$ cat config.mk
export PLATFORM = sky130hd
export DESIGN_NAME = fifo_uart_tx_flat
export DESIGN_NICKNAME = d
export VERILOG_FILES = /design/src/rtl/fifo_uart_pkg.sv /design/src/rtl/fifo_uart_if.sv /design/src/rtl/fifo_uart_baud.sv /design/src/rtl/fifo_uart_tx.sv /design/src/flat_wrapper.sv
export SDC_FILE = /design/constraint.sdc
export NUM_CORES = 1
export LEC_CHECK = 0
export BUFFER_PORTS_ARGS = -buffer_cell sky130_fd_sc_hd__buf_2
export CAP_MARGIN = 20
export CORE_ASPECT_RATIO = 1.25
export CORE_MARGIN = 5
export CORE_UTILIZATION = 30
export DETAILED_ROUTE_END_ITERATION = 16
export HOLD_SLACK_MARGIN = 0.08
export SETUP_SLACK_MARGIN = 0.4
export SYNTH_ARGS = -nofsm -noshare
export SYNTH_HDL_FRONTEND = slang
export SYNTH_SLANG_ARGS = --single-unit
$ cat constraint.sdc
create_clock -name clk -period 4.31 [get_ports clk]
set_clock_uncertainty 0.2 [all_clocks]
set_input_delay 0.2155 -clock clk [delete_from_list [all_inputs] [get_ports clk]]
set_output_delay 0.2155 -clock clk [all_outputs]
set_load 0.005 [all_outputs]
$ cat src/rtl/fifo_uart_pkg.sv
// fifo_uart_pkg: shared types and constants for the FIFO-fed UART transmitter.
package fifo_uart_pkg;

    localparam int   DATA_W      = 8;
    localparam logic IDLE_LEVEL  = 1'b1;
    localparam logic START_LEVEL = 1'b0;

    // PARITY is only reachable when FIFO_UART_PARITY_EN is defined
    typedef enum logic [2:0] {
        IDLE   = 3'd0,
        POP    = 3'd1,
        LOAD   = 3'd2,
        START  = 3'd3,
        DATA   = 3'd4,
        PARITY = 3'd5,
        STOP   = 3'd6
    } state_t;

endpackage

$ cat src/rtl/fifo_uart_if.sv
// fifo_uart_if: read side of the upstream sync FIFO.
// master = transmitter (pops), slave = FIFO (supplies flag and data).
interface fifo_uart_if;
    import fifo_uart_pkg::*;

    logic              fifo_empty;
    logic [DATA_W-1:0] fifo_data;
    logic              fifo_rd_en;

    modport master (input fifo_empty, input fifo_data, output fifo_rd_en);
    modport slave  (output fifo_empty, output fifo_data, input fifo_rd_en);

endinterface

$ cat src/rtl/fifo_uart_baud.sv
// fifo_uart_baud: bit-period counter, 0..CLKS_PER_BIT-1, with bit_end at terminal count.
module fifo_uart_baud #(
    parameter int CLKS_PER_BIT = 16
) (
    input  logic clk,
    input  logic rst,
    input  logic clear,
    output logic bit_end
);

    localparam int CNT_W = (CLKS_PER_BIT > 1) ? $clog2(CLKS_PER_BIT) : 1;
    localparam logic [CNT_W-1:0] TERM = CNT_W'(CLKS_PER_BIT - 1);

    logic [CNT_W-1:0] cnt;

    // count up, wrapping at the terminal count or when held clear
    always_ff @(posedge clk or posedge rst) begin
        if (rst) begin
            cnt <= '0;
        end else if (clear || (cnt == TERM)) begin
            cnt <= '0;
        end else begin
            cnt <= cnt + 1'b1;
        end
    end

    assign bit_end = (cnt == TERM) && !clear;

endmodule

$ cat src/rtl/fifo_uart_tx.sv
// fifo_uart_tx: pops bytes from a sync FIFO and sends them as 8N1 UART frames.
// Optional: define FIFO_UART_PARITY_EN to append an even-parity bit (8E1).
// tx is registered and loaded on the edge entering each bit, so it lines up
// with the state: busy and frame_done are decoded from the same state register.
module fifo_uart_tx
    import fifo_uart_pkg::*;
#(
    parameter int CLKS_PER_BIT = 16
) (
    input  logic          clk,
    input  logic          rst,
    input  logic          tx_en,
    fifo_uart_if.master   fifo,
    output logic          tx,
    output logic          busy,
    output logic          frame_done
);

    state_t            state;
    logic [DATA_W-1:0] shreg;
    logic [2:0]        bit_idx;
    logic              bit_end;
    logic              baud_clr;
`ifdef FIFO_UART_PARITY_EN
    logic              par;
`endif

    assign baud_clr = (state == IDLE) || (state == POP) || (state == LOAD);

    fifo_uart_baud #(
        .CLKS_PER_BIT(CLKS_PER_BIT)
    ) u_baud (
        .clk    (clk),
        .rst    (rst),
        .clear  (baud_clr),
        .bit_end(bit_end)
    );

    // frame sequencer: state, shift register, bit index and serial line
    always_ff @(posedge clk or posedge rst) begin
        if (rst) begin
            state   <= IDLE;
            tx      <= IDLE_LEVEL;
            shreg   <= '0;
            bit_idx <= '0;
`ifdef FIFO_UART_PARITY_EN
            par     <= 1'b0;
`endif
        end else begin
            case (state)
                IDLE: begin
                    tx <= IDLE_LEVEL;
                    if (tx_en && !fifo.fifo_empty) begin
                        state <= POP;
                    end
                end
                POP: begin
                    state <= LOAD;
                end
                LOAD: begin
                    shreg <= fifo.fifo_data;
`ifdef FIFO_UART_PARITY_EN
                    par   <= ^fifo.fifo_data;
`endif
                    tx    <= START_LEVEL;
                    state <= START;
                end
                START: begin
                    if (bit_end) begin
                        tx      <= shreg[0];
                        shreg   <= {1'b0, shreg[DATA_W-1:1]};
                        bit_idx <= '0;
                        state   <= DATA;
                    end
                end
                DATA: begin
                    if (bit_end) begin
                        bit_idx <= bit_idx + 3'd1;
                        if (bit_idx == 3'd7) begin
`ifdef FIFO_UART_PARITY_EN
                            tx    <= par;
                            state <= PARITY;
`else
                            tx    <= IDLE_LEVEL;
                            state <= STOP;
`endif
                        end else begin
                            tx    <= shreg[0];
                            shreg <= {1'b0, shreg[DATA_W-1:1]};
                        end
                    end
                end
`ifdef FIFO_UART_PARITY_EN
                PARITY: begin
                    if (bit_end) begin
                        tx    <= IDLE_LEVEL;
                        state <= STOP;
                    end
                end
`endif
                STOP: begin
                    if (bit_end) begin
                        state <= IDLE;
                    end
                end
                default: begin
                    tx    <= IDLE_LEVEL;
                    state <= IDLE;
                end
            endcase
        end
    end

    assign fifo.fifo_rd_en = (state == POP);
    assign busy            = (state != IDLE);
    assign frame_done      = (state == STOP) && bit_end;

endmodule

$ cat src/flat_wrapper.sv
// flat-port wrapper written by rule: the top's interface ports become plain ports
module fifo_uart_tx_flat import fifo_uart_pkg::*;
#(
    parameter int CLKS_PER_BIT = 16
)
  (clk, rst, tx_en, tx, busy, frame_done, fifo_fifo_empty, fifo_fifo_data, fifo_fifo_rd_en);
  fifo_uart_if fifo_i ();
  input  logic clk;
  input  logic rst;
  input  logic tx_en;
  output logic tx;
  output logic busy;
  output logic frame_done;
  input wire logic [$bits(fifo_i.fifo_empty)-1:0] fifo_fifo_empty;
  input wire logic [$bits(fifo_i.fifo_data)-1:0] fifo_fifo_data;
  output wire logic [$bits(fifo_i.fifo_rd_en)-1:0] fifo_fifo_rd_en;
  assign fifo_i.fifo_empty = fifo_fifo_empty;
  assign fifo_i.fifo_data = fifo_fifo_data;
  assign fifo_fifo_rd_en = fifo_i.fifo_rd_en;
  fifo_uart_tx #(.CLKS_PER_BIT(CLKS_PER_BIT)) u_core (.clk(clk), .rst(rst), .tx_en(tx_en), .fifo(fifo_i), .tx(tx), .busy(busy), .frame_done(frame_done));
endmodule
After elaboration in Yosys (flattened, before gate mapping):

Cells that the tools add are included.

* bits in registers: 19
* bits in latches: 0
* bits in writable memories: 0
* memory bits (read-only): 0
* bits of input ports: 12
* output and inout bits: 4
* word-level logic and storage cells: 55
* memories kept: 0

* add/sub/neg operators: 2
* multiply operators: 0
* divide/modulo/power cells: 0
* $lt $le $gt $ge: 0
* eq/ne operators: 13
* shifts and indexed selects: 0
* mux-type cells: 17
* bitwise logic cells: 1
* reductions and logical operators: 17

Operators by type and width (count)
* 8-bit two-way mux: 3
* 8-bit case mux with 3 select lines: 1
* 3-bit two-way mux: 6
* 3-bit case mux with 6 select lines: 1
* 3-bit == test (second input constant): 3
* 2-bit by 1-bit != test with 1-bit output (second input constant): 4
* 3-bit by 2-bit == test with 1-bit output (second input constant): 2
* 3-bit case mux with 2 select lines: 1
* 3-bit AND reduction: 2
* 3-bit nonzero test: 2
* 5-bit AND reduction: 1
* 4-bit by 1-bit adder with 4-bit output (second input constant): 1
* 4-bit == test (second input constant): 1
* 4-bit two-way mux: 1
* 2-bit != test (second input constant): 2
* 1-bit case mux with 4 select lines: 1
* 4-bit AND reduction: 1
* 3-bit by 1-bit adder with 3-bit output (second input constant): 1
* 3-bit by 1-bit == test with 1-bit output (second input constant): 1
* 1-bit logical AND: 3
* 3-bit zero test: 1
* 1-bit logical OR: 3
* 1-bit two-way mux: 3
* 1-bit zero test: 2
* 3 further kinds: 3

Depth between registers and ports, before layout:

* depth after elaboration: 7
* gate-level depth with buffers: 6
* mapped depth without buffers: 5

Cells and area by module:

Synthesis repeated with hierarchy kept, for this count alone.

* cells, all modules: 117
* area total of the unflattened synthesis: 1144.8 µm²

Modules (own cells, without submodules)
* fifo_uart_tx: instances 1, cells each 102, area an instance 967.2 µm², sequential area each 376.6 µm²
* fifo_uart_baud: instances 1, cells each 15, area an instance 177.7 µm², sequential area each 100.1 µm²

Worst setup path before layout:

Ideal clock, no wire load.

* path type: flip-flop to flip-flop
* start: register u_core.state[1]
* end: register u_core.shreg[5]
* setup time: 0.125 ns
* arrival time: 1.590 ns
* required time: 3.985 ns
* path slack: 2.394 ns
* cell stages (with the launch flop): 7
* buffers on the path: 2
* clock period less this slack: 1.916 ns
* cell sequence: dfrtp_1 -> buf_6 -> or3b_1 -> buf_6 -> nand2_1 -> mux2_2 -> mux2_4

* longest elaborated chain between the ends: 7
* elaborated cells between the ends (all ways): 15
* classes of those cells: 7 x eq/ne; 1 x mux; 7 x reduce/logical

RTL lines
* start: declaration: RTL line fifo_uart_tx.sv:19 `state_t state;`
* start signal: assignment: RTL line fifo_uart_tx.sv:42 `state <= IDLE;`
* start signal: assignment: RTL line fifo_uart_tx.sv:54 `state <= POP;`
* start signal: assignment: RTL line fifo_uart_tx.sv:58 `state <= LOAD;`
* 3-bit by 1-bit == test with 1-bit output / 3-bit zero test (equally long branches): RTL line fifo_uart_tx.sv:28 `assign baud_clr = (state == IDLE) || (state == POP) || (state == LOAD);`
* 1-bit logical OR (2 in series): RTL line fifo_uart_tx.sv:28
* 1-bit zero test: RTL line fifo_uart_baud.sv:27 `assign bit_end = (cnt == TERM) && !clear;`
* 1-bit logical AND: RTL line fifo_uart_baud.sv:27
* 2-bit by 1-bit != test with 1-bit output (no line)
* 4-bit AND reduction (no line)
* end signal: assignment: RTL line fifo_uart_tx.sv:61 `shreg <= fifo.fifo_data;`
* end signal: assignment: RTL line fifo_uart_tx.sv:71 `shreg <= {1'b0, shreg[DATA_W-1:1]};`
* end signal: assignment: RTL line fifo_uart_tx.sv:89 `shreg <= {1'b0, shreg[DATA_W-1:1]};`
* end: declaration: RTL line fifo_uart_tx.sv:20 `logic [DATA_W-1:0] shreg;`

Parallel ways exist; a longest one is shown, timed or not.
A chain may end at the register's enable or synchronous reset.

Worst setup path in the final report:

* start: register u_core.state[0]
* end: register u_core.shreg[5]

The elaborated chain is that of the path after synthesis.

==> tab_implementation.tex <==
\begin{tabular}{lr}
\hline
Metric & Value \\
\hline
\multicolumn{2}{l}{\textbf{Detailed routing}} \\
Vias per inst & 4.90 \\
Routed wire length per instance & 12.8 µm \\
\# DRC & 0 \\
Wire length after detailed routing & approximately 2400 µm \\
DRC violation total after the first TritonRoute iteration & 14 \\
Total via count after detailed routing & $\sim$920 \\
Drt first pass iters & 4 \\
Number of antenna-violating nets in the routed design & 0 \\
\multicolumn{2}{l}{\textbf{Finish}} \\
Filler-free cell count of the finished design & 188 \\
Fill cell total of the finished layout & a little over 400 \\
Area growth from synthesis to final layout & 10.4\% \\
Total non-filler cell area in the finished layout & roughly 1300 µm² \\
Number of diodes added for antenna fixing & 0 \\
Layout net count & 150 \\
Fraction of final layout cells sized beyond drive strength 1 & a little over a fifth \\
\multicolumn{2}{l}{\textbf{Yosys}} \\
Dominant cell by count in the synthesized netlist & sky130\_fd\_sc\_hd\_\_dfrtp\_1 \\
Cell taking the most area after synthesis & sky130\_fd\_sc\_hd\_\_dfrtp\_1 \\
Most frequent cells after synthesis & sky130\_fd\_sc\_hd\_\_dfrtp\_1 (18), sky130\_fd\_sc\_hd\_\_nor2\_1 (11), sky130\_fd\_sc\_hd\_\_mux2i\_1 (9), sky130\_fd\_sc\_hd\_\_o21ai\_0 (9), sky130\_fd\_sc\_hd\_\_nor3b\_1 (8) \\
Number of synthesized register bits & 19 \\
Post-synthesis sequential area ratio & around two fifths \\
Count of yosys warnings during synthesis & 0 \\
Fraction of synthesized cell area taken by the top area cell type & between 30 and 40\% \\
Top flip-flop cell by instance count after synthesis & sky130\_fd\_sc\_hd\_\_dfrtp\_1 \\
Post-Syn Nets & $\sim$140 \\
Async set or reset register ratio after synthesis & 100\% \\
Leading cell types by total area after synthesis & sky130\_fd\_sc\_hd\_\_dfrtp\_1 (37\%), sky130\_fd\_sc\_hd\_\_mux2i\_1 (7.5\%), sky130\_fd\_sc\_hd\_\_nor3b\_1 (5.0\%) \\
Netlist cell types & 39 \\
Number of synthesized flops with an enable pin & 0 \\
Cell count after synthesis & between 100 and 150 \\
Syn Area/Cell & a little under 10 µm² \\
Combined area of all synthesized cells & 1210 µm² \\
\multicolumn{2}{l}{\textbf{STA}} \\
Final setup violating endpoints & 0 \\
Clock period minus worst slack & roughly 2.3 ns \\
Setup TNS & 0 ns \\
Final count of pins violating max slew & 0 \\
Fin. Hold Viols & 0 \\
Period Utilization, post-route & between 50\% and 60\% \\
Actual transition at the worst max-transition pin & 0.774 ns \\
Top achievable clock speed & between 400 and 500 MHz \\
RSZ-0062 raised after global routing & false \\
Worst slew margin relative to its limit & about half \\
Final Worst Setup Slack & roughly 2.0 ns \\
\multicolumn{2}{l}{\textbf{Worst setup path}} \\
Length in cells of the worst reg-to-reg path & 4 \\
Flop-to-flop setup slack & 1.99 ns \\
Data arrival time of the worst path & 2.26 ns \\
Startpoint of the worst register-to-register path & u\_core.state[0] \\
Destination of the worst register-to-register timing path & u\_core.shreg[5] \\
Start point of the critical path & u\_core.state[0] \\
Critical path startpoint category & flip-flop \\
Critical path endpoint category & flip-flop \\
Worst-path maximum fanout & 30 \\
Req. time, crit path & between 4 and 5 ns \\
Capture point of the critical path & u\_core.shreg[5] \\
Kind of critical path & flip-flop to flip-flop \\
\multicolumn{2}{l}{\textbf{Min path}} \\
Path class of the lowest-slack min-delay path & input port to flip-flop \\
\multicolumn{2}{l}{\textbf{Place}} \\
Number of buffers added on ports & 15 \\
Worst-case setup slack after placement & around 2 ns \\
Estimated wirelength of the detail-placed design & between 1500 and 2000 µm \\
Placed Instance Area & $\sim$1300 µm² \\
Placed Instances & around 180 \\
Routability-driven placement congestion ratio & slightly below 0.8 \\
\multicolumn{2}{l}{\textbf{CTS}} \\
Clock buffers created by TritonCTS & 3 \\
CTS tree & done \\
Clock buffer depth & 2 \\
Total number of H-tree levels & 1 \\
Count of clock tree sinks & 19 \\
Cell at the root of the clock tree & sky130\_fd\_sc\_hd\_\_clkbuf\_8 \\
Cts hold-fix bufs & 1 \\
Clock-pin slew on the worst setup and hold paths & $\sim$0.07 ns \\
Post-CTS setup repair buffer count & 0 \\
Post-CTS sizing & 0 \\
Clock latency on the worst-skew pair & approximately 0.25 ns \\
\multicolumn{2}{l}{\textbf{Power and ir drop}} \\
Leakage & just over 0.6 nW \\
Post-route total power & between 0.3 and 0.4 mW \\
Worst supply voltage drop on vdd & about 140 µV \\
Power per standard cell area & around 240 nW/µm² \\
\multicolumn{2}{l}{\textbf{Die}} \\
Count of boundary I/O pins & 16 \\
Total die area & $\sim$5400 µm² \\
Core area & between 3000 and 4000 µm² \\
Die height & just over 80 µm \\
Number of placement rows & 25 \\
Initial core utilization & 31.4\% \\
Overall die width & approximately 67 µm \\
\multicolumn{2}{l}{\textbf{Global route}} \\
Number of antenna violations at the first check in global routing & 0 \\
Total gr overflow & 0 \\
Number of global-route vias before repair & around 900 \\
Total routing usage reported by global routing & under 10\% \\
Pin count of the biggest net entering global routing & 31 \\
Global-route wire length before repair & roughly 4000 µm \\
\multicolumn{2}{l}{\textbf{Flow run}} \\
MaxCap Viol Count & 0 \\
\multicolumn{2}{l}{\textbf{Status}} \\
Outcome & finished clean \\
\hline
\end{tabular}
## cell families (layout without fill, tap and decap cells)
group           Yosys count  in the layout  share of synthesized area, %
xor+xnor                  2              2                          1.45
mux                      12             12                          10.9
flops                    19             19                          39.4
buf+inv                  16             27                          8.18
compound gates           30             30                          16.6
fa+ha+maj                 3              3                          3.11
simple gates             41             41                          20.4
## final cells by class
class	count	area [µm²]	area share, %
Timing Repair Buffer	16	85.1	6.38
Sequential cell	19	477	35.7
Tap cell	54	67.6	5.07
Clock buffer	4	45.0	3.38
Multi-Input combinational cell	88	633	47.5
Inverter	7	26.3	1.97
## power by group
group          switching, mW  total (mW)  internal [mW]
Sequential           0.00276       0.185          0.182
Combinational        0.00887      0.0175        0.00860
Clock                 0.0588       0.125         0.0657
Total                 0.0705       0.327          0.256
## layout by cell type (no fill, tap or decap), types with 2 or more instances in the layout
cell type,Yosys,final
sky130_fd_sc_hd__nand2b_1,3,3
sky130_fd_sc_hd__inv_1,7,7
sky130_fd_sc_hd__nor2_1,11,11
sky130_fd_sc_hd__nor3_1,3,3
sky130_fd_sc_hd__ha_1,3,3
sky130_fd_sc_hd__o221ai_1,6,6
sky130_fd_sc_hd__mux2i_1,9,9
sky130_fd_sc_hd__o22ai_1,3,3
sky130_fd_sc_hd__dfrtp_1,18,18
sky130_fd_sc_hd__mux2_4,2,2
sky130_fd_sc_hd__o21ai_0,9,9
sky130_fd_sc_hd__nand3_1,2,2
sky130_fd_sc_hd__nor3b_1,8,8
sky130_fd_sc_hd__buf_2,3,15
sky130_fd_sc_hd__clkbuf_8,0,3
sky130_fd_sc_hd__nand2_1,4,4
sky130_fd_sc_hd__a21oi_1,7,7
## through the flow
step | hold slack, ns | util [%]
2_1_floorplan | -0.0341 | -
6_report | 0.0914 | 34.7
3_5_place_dp | 0.181 | 33.2
3_3_place_gp | 0.169 | 33.2
4_1_cts | 0.0965 | 34.7
5_1_grt | 0.127 | 34.7
## worst min-delay path by stage
stage                        endpoint  slack (ns)  cells past startpoint              start
floorplan           u_core.bit_idx[0]       -0.03                      1                rst
global placement      u_core.shreg[1]        0.17                      2                rst
detailed placement    u_core.shreg[1]        0.18                      2                rst
CTS                   u_core.state[0]         0.1                      4    fifo_fifo_empty
global route          u_core.shreg[5]        0.13                      3  fifo_fifo_data[5]
finish                u_core.state[0]        0.09                      4    fifo_fifo_empty
## state kept, by name (all words and copies together) (netlist names)
| name | count |
|---|---|
| u_core.tx | 1 |
| u_core.shreg | 8 |
| u_core.state | 3 |
| u_core.u_baud.cnt | 4 |
| u_core.bit_idx | 3 |
## per-layer routing
| metal | GRT usage [%] | share of wire, % | vias to the layer above |
|---|---|---|---|
| met3 | 1.38 | 3.3 | 4 |
| met1 | 11.8 | 46 | 432 |
| met2 | 16.5 | 50 | 18 |
| li1 | - | - | 467 |
| met5 | 0 | 0 | - |
| met4 | 4.27 | 1.3 | 0 |
## worst max-delay path: stages, from the launching register on
cell	delay, ns
sky130_fd_sc_hd__dfrtp_1	0.67
sky130_fd_sc_hd__or3b_1	0.63
sky130_fd_sc_hd__nand2_1	0.12
sky130_fd_sc_hd__mux2_2	0.33
sky130_fd_sc_hd__mux2_4	0.25
No activity file was read; power rests on OpenSTA's default activity.
